**src/rtl/counter_modulo.sv**
```systemverilog
// Up/down modulo counter with parallel load, wrap/saturate boundary mode and
// terminal/overflow flags. Define COUNTER_MODULO_PRESCALE_EN to add an enable prescaler.
module counter_modulo #(
   parameter int Size       = 5,
   parameter int Modulus    = 2**Size,
   parameter int ResetValue = 0
`ifdef COUNTER_MODULO_PRESCALE_EN
   ,
   parameter int Prescale   = 4
`endif
) (
   input  logic            clock,
   input  logic            reset,
   input  logic            enable,
   input  logic            up,
   input  logic            saturate,
   input  logic            load,
   input  logic [Size-1:0] load_value,
   output logic [Size-1:0] count,
   output logic            terminal,
   output logic            overflow
);

   localparam logic [Size:0]   ModW   = (Size+1)'(Modulus);
   localparam logic [Size:0]   LastW  = (Size+1)'(Modulus - 1);
   localparam logic [Size-1:0] ResetC = Size'(ResetValue);

   logic [Size:0]   countW;
   logic [Size:0]   upNext;
   logic [Size:0]   downNext;
   logic [Size:0]   loadW;
   logic            atTop;
   logic            atBottom;
   logic            atBoundary;
   logic [Size-1:0] loadClamped;
   logic            tick;
   logic [Size-1:0] nextCount;
   logic            nextTerminal;
   logic            nextOverflow;

   // Boundaries come from the widened arithmetic itself: the increment reaching
   // Modulus, or the decrement borrowing into the extra bit.
   always_comb begin
      countW      = {1'b0, count};
      loadW       = {1'b0, load_value};
      upNext      = countW + 1'b1;
      downNext    = countW - 1'b1;
      atTop       = (upNext == ModW);
      atBottom    = downNext[Size];
      atBoundary  = up ? atTop : atBottom;
      loadClamped = (loadW > LastW) ? LastW[Size-1:0] : load_value;
   end

`ifdef COUNTER_MODULO_PRESCALE_EN
   localparam int PsW = (Prescale > 1) ? $clog2(Prescale) : 1;
   localparam logic [PsW-1:0] PsLast = PsW'(Prescale - 1);

   logic [PsW-1:0] psCount;

   // Only every Prescale-th enabled cycle lets the main counter take a step.
   always_ff @(posedge clock) begin
      if (reset || load) begin
         psCount <= '0;
      end else if (enable) begin
         psCount <= (psCount == PsLast) ? '0 : psCount + 1'b1;
      end
   end

   assign tick = (psCount == PsLast);
`else
   assign tick = 1'b1;
`endif

   // Next-state selection in priority order load > enable > hold; reset is
   // applied in the register block.
   always_comb begin
      nextCount    = count;
      nextTerminal = 1'b0;
      nextOverflow = overflow;
      if (load) begin
         nextCount    = loadClamped;
         nextOverflow = 1'b0;
      end else if (enable && !tick) begin
         nextTerminal = terminal;
      end else if (enable) begin
         if (atBoundary) begin
            nextTerminal = 1'b1;
            nextOverflow = 1'b1;
            if (!saturate) begin
               nextCount = up ? '0 : LastW[Size-1:0];
            end
         end else begin
            nextCount = up ? upNext[Size-1:0] : downNext[Size-1:0];
         end
      end
   end

   always_ff @(posedge clock) begin
      if (reset) begin
         count    <= ResetC;
         terminal <= 1'b0;
         overflow <= 1'b0;
      end else begin
         count    <= nextCount;
         terminal <= nextTerminal;
         overflow <= nextOverflow;
      end
   end

endmodule

```
**config.mk**
```make
export PLATFORM = sky130hd
export DESIGN_NAME = counter_modulo
export DESIGN_NICKNAME = d
export VERILOG_FILES = /design/src/rtl/counter_modulo.sv
export SDC_FILE = /design/constraint.sdc
export NUM_CORES = 1
export LEC_CHECK = 0
export ABC_AREA = 1
export ABC_CLOCK_PERIOD_IN_PS = 1250
export CORE_UTILIZATION = 39
export CTS_CLUSTER_SIZE = 12
export DETAILED_ROUTE_END_ITERATION = 10
export PLACE_DENSITY = 0.81
export SETUP_SLACK_MARGIN = 0.2
export SYNTH_ARGS = -nofsm -noshare
export SYNTH_HDL_FRONTEND = slang
export SYNTH_SLANG_ARGS = --single-unit
```
**constraint.sdc**
```tcl
create_clock -name clock -period 1.25 [get_ports clock]
set_input_delay 0.125 -clock clock [delete_from_list [all_inputs] [get_ports clock]]
set_output_delay 0.125 -clock clock [all_outputs]
set_load 0.01 [all_outputs]
```
### After elaboration in Yosys (flattened, before gate mapping)

Cells that the tools add are included.
W data, S select, Z words.

| storage, ports and cells | value |
|---|---|
| logic and storage cells | 21 |
| flip-flop bits (word level) | 7 |
| input port bits | 11 |
| output and inout port bits | 7 |

| cells by class | value |
|---|---|
| bitwise logic cells | 1 |
| multiplexer cells | 8 |
| eq/ne operators | 2 |
| add/subtract/negate cells | 2 |
| reduce and logical (&&, ||, !) cells | 5 |

Operators by type and width:

| kind | number |
|---|---|
| $mux W5 | 6 |
| $add A5 B1 Y6 const B | 1 |
| $eq A6 B6 Y1 const B | 1 |
| $sub A5 B1 Y6 const B | 1 |
| $reduce_and A2 Y1 | 2 |
| $ne A3 B3 Y1 const B | 1 |
| $reduce_or A3 Y1 | 1 |
| $mux W1 | 2 |
| $reduce_bool A2 Y1 | 1 |
| $reduce_or A2 Y1 | 1 |
| $not A1 Y1 | 1 |

### Longest topological paths before layout

| depth | value |
|---|---|
| depth in word-level cells | 6 |
| gate-level depth with buffers | 10 |

### Worst setup path before layout

No wires, ideal clock.

| path | value |
|---|---|
| path type | reg2reg |
| from | register count[0] |
| to | register count[4] |
| setup time | 0.111 ns |
| path buffers | 0 |
| path slack | -0.132 ns |
| arrival time | 1.270 ns |
| stages on the path, launching flop included | 11 |
| period minus slack after synthesis | 1.382 ns |
| path through | dfxtp_1 -> ha_1 -> nand3_1 -> nor2_2 -> nand2_2 -> nand2_4 -> nand2_4 -> nand2_4 -> nand2_1 -> nand2_1 -> nor2_1 |

| on the way | value |
|---|---|
| longest elaborated chain between the ends | 6 |
| elaborated cells on any way between the ends | 10 |
| classes of those cells | 2 x add/sub; 2 x eq/ne; 5 x mux; 1 x reduce/logical |

Ends and longest elaborated chain:

| element | RTL line | source |
|---|---|---|
| from (decl) | 19 | `output logic [Size-1:0] count,` |
| from (signal assigned) | 100 | `count <= ResetC;` |
| from (signal assigned) | 104 | `count <= nextCount;` |
| $add A5 B1 Y6 | 46 | `upNext = countW + 1'b1;` |
| $eq A6 B6 Y1 | 48 | `atTop = (upNext == ModW);` |
| $mux W1 | 50 | `atBoundary = up ? atTop : atBottom;` |
| $mux W5 | 86 | `if (atBoundary) begin` |
| $mux W5 | 85 | `end else if (enable) begin` |
| $mux W5 | 80 | `if (load) begin` |

Several ways; a longest one is shown, not always the timed one. The select of a mux whose other input is x is not followed.
A chain may end at the register's enable or synchronous reset.

### Worst setup path in the final report

| path | value |
|---|---|
| from | register count[0] |
| to | register count[2] |

The elaborated chain is that of the path after synthesis.

==> key figures <==
STA
  – Hold slack: 0.500 ns
  – Fmax: 0.731 GHz
  – Final WS setup: -0.117 ns
  – Clock Skew: 0.00123 ns
  – Slew HR: 0.802
  – Tmin final: 1.37 ns
  – Setup violators final: 6
  – Post-route setup TNS: -0.417 ns
  – Final hold viol count: 0
  – RSZ-0062 raised after global routing: true
  – Fin. max-slew vios: 0
  – Fin crit share: 1.09
  – Least-Margin Pin Slew: 0.296 ns

Setup path
  – CP max FO: 6
  – Slowest cell on crit path: dfxtp_4
  – Worst EP arrival: 1.51 ns
  – FF-to-FF End: count[2]
  – CP peak stage delay: 0.37 ns
  – Critical Path Most Common Cell: nand2_1
  – Reg2reg path depth: 9
  – CP required: 1.40 ns
  – R2R setup slack: -0.12 ns
  – Crit start category: flop
  – Critical path cell sequence: ha_4, nand3_4, nor2_4, nand2_2, nand2_4, a21oi_1, nand2_1, nand2_1, nor2_1
  – Critical path class: flop to flop
  – End point of the critical path: count[2]
  – Crit Reg-Reg Startpoint: count[0]
  – Crit path capture type: flop
  – Critical path launch point: count[0]

Routing
  – DR WL/cell: 11.3 um
  – Final WL: 1.70 mm
  – First-pass DRT Iterations: 4
  – Vias: 726
  – DRC Markers: 0
  – Initial detailed-routing violation count: 12
  – Vias per cell: 4.84
  – ANT nets after route: 0

Hold path
  – HP Class: flop to flop

Global route
  – Pin count of the biggest net entering global routing: 7
  – GRT Util Overall: 0.249
  – Initial antenna violation count: 0
  – First-pass GRT wire length: 2.57 mm
  – Total gr overflow: 0
  – Number of global-route vias before repair: 643

Job
  – Max-cap violation count: 0

Die
  – Area of the core: 0.00132 mm^2
  – Initial Utilization: 0.424
  – Die area: 0.00159 mm^2
  – Die X: 39.8 um
  – Row cnt: 13
  – Die H: 39.8 um
  – I/O pin count: 18

Power
  – Power density cells: 834 mW/mm^2
  – Maximum vdd drop: 621 uV
  – Leakage: 0.503 nW
  – Total Power: 840 uW

Clocking
  – Reg clk slew, reported paths: 0.05 ns
  – CTS tree: yes
  – Clk root buf: clkbuf_4
  – CTS Sinks: 7
  – Clk buf depth: 2
  – Clk_lat worst skew: 0.26 ns
  – Htree depth: 1
  – Post-CTS Hold Fix Bufs: 0
  – Clock buffer count from CTS: 3

Layout
  – Diodes inserted: 0
  – Synthesis-to-layout area growth: 80.5%
  – Post-Layout Cell Count: 150
  – NumNets Final: 149
  – Final core utilization: 0.764
  – Share of cells above drive strength 1: 0.356

Logic synthesis
  – Synth cell count leaders: nand2_1, nor2_1, inv_1, a21oi_1, dfxtp_1
  – Ranking of synthesized cells by area: dfxtp_1, nand2_1, nor2_1, inv_1, a21oi_1
  – Flops & latches, synth: 7
  – Top_reg_cell synth: dfxtp_1
  – Yosys Warn Count: 0
  – Ys async rst share: 0
  – Synth cell types: 16
  – Synth Instances: 95
  – Most frequent cell after synthesis: nand2_1
  – Synthesized Nets: 108
  – Average size of a mapped cell: 5.87 um^2
  – Post-synth EDFFs: 0
  – Top cell type's share of synthesized area: 0.251
  – Area of the mapped netlist: 558 um^2
  – Yosys top cell by area: dfxtp_1
  – Seq/Total Area, Yosys: 0.251

Placement
  – Port-buffer cells: 17
  – Post-placement cell count: 142
  – Final RePlAce weighted congestion: 0.813
  – DP Wirelength: 1.15 mm

Outcome
  – Failing checks: negative setup slack
  – Status: complete, but fails checks
-- cells by family after synthesis --
logic type | after synthesis | share of synthesized area
buf+inv | 14 | 0.0942
flops | 7 | 0.251
simple gates | 61 | 0.498
fa+ha+maj | 2 | 0.0448
xor+xnor | 2 | 0.0314
compound gates | 9 | 0.0807
-- area by class of cell --
class / instances / area (um^2)
Multi-Input combinational cell: 74 / 439
Timing Repair Buffer: 36 / 313
Tap cell: 15 / 18.8
Inverter: 14 / 55.1
Sequential cell: 7 / 155
Fill cell: 99 / 310
Clock buffer: 4 / 26.3
-- cells in the final DEF (no fill, tap or decap), types with 3 or more instances in the layout --
cell type	n
nand3_1	5
nand2_1	25
a21oi_1	3
a21oi_2	4
dfxtp_1	3
nand2_2	3
clkdlybuf4s50_1	10
buf_4	18
nand2_4	3
inv_1	11
dlygate4sd2_1	4
nor2_1	19
dfxtp_4	4
clkbuf_4	3
-- report_power, final --
group	total, mW	internal (mW)	switching, mW
Combinational	0.356	0.187	0.170
Clock	0.212	0.122	0.0900
Sequential	0.272	0.242	0.0293
-- what timing repair did --
item	4_1_cts	5_1_grt
setup buffers	2	2
gates cloned	0	0
resized for setup	27	8
pin swaps	11	2
endpoints found under the setup margin	14	11
-- flip-flops by register name, indices dropped and copies added (netlist names) --
register  count
count         5
overflow      1
terminal      1
-- worst min path at each step --
| stage | startpoint | cells past startpoint | endpoint | slack [ns] |
|---|---|---|---|---|
| 2_1_floorplan | reset | 1 | count[0] | 0.18 |
| 3_3_place_gp | overflow | 2 | overflow | 0.47 |
| 3_5_place_dp | overflow | 2 | overflow | 0.47 |
| 4_1_cts | overflow | 2 | overflow | 0.49 |
| 5_1_grt | overflow | 2 | overflow | 0.51 |
| 6_report | overflow | 2 | overflow | 0.50 |
-- per-stage QoR --
step | area [um^2] | setup slack [ns]
final | 1010 | -0.117
after global placement | 890 | -0.184
after detailed placement | 890 | -0.242
after floorplan | 588 | -0.00924
after CTS | 976 | -0.0589
after global routing | 1010 | -0.176
-- critical path, delay by kind of cell (launching register included) --
family          cells  cell delay [ns]
simple gates        7             0.55
flops               1             0.37
fa+ha+maj           1             0.17
compound gates      1             0.16
-- per-layer routing --
metal,vias to the layer above,track usage,routed length (um),part of all wire
met4,0,0.112,65,0.038
met3,6,0.0682,90,0.053
li1,375,-,-,-
met1,321,0.282,727,0.43
met2,24,0.426,818,0.48
met5,-,0,0,0
No activity file was read; power rests on OpenSTA's default activity.
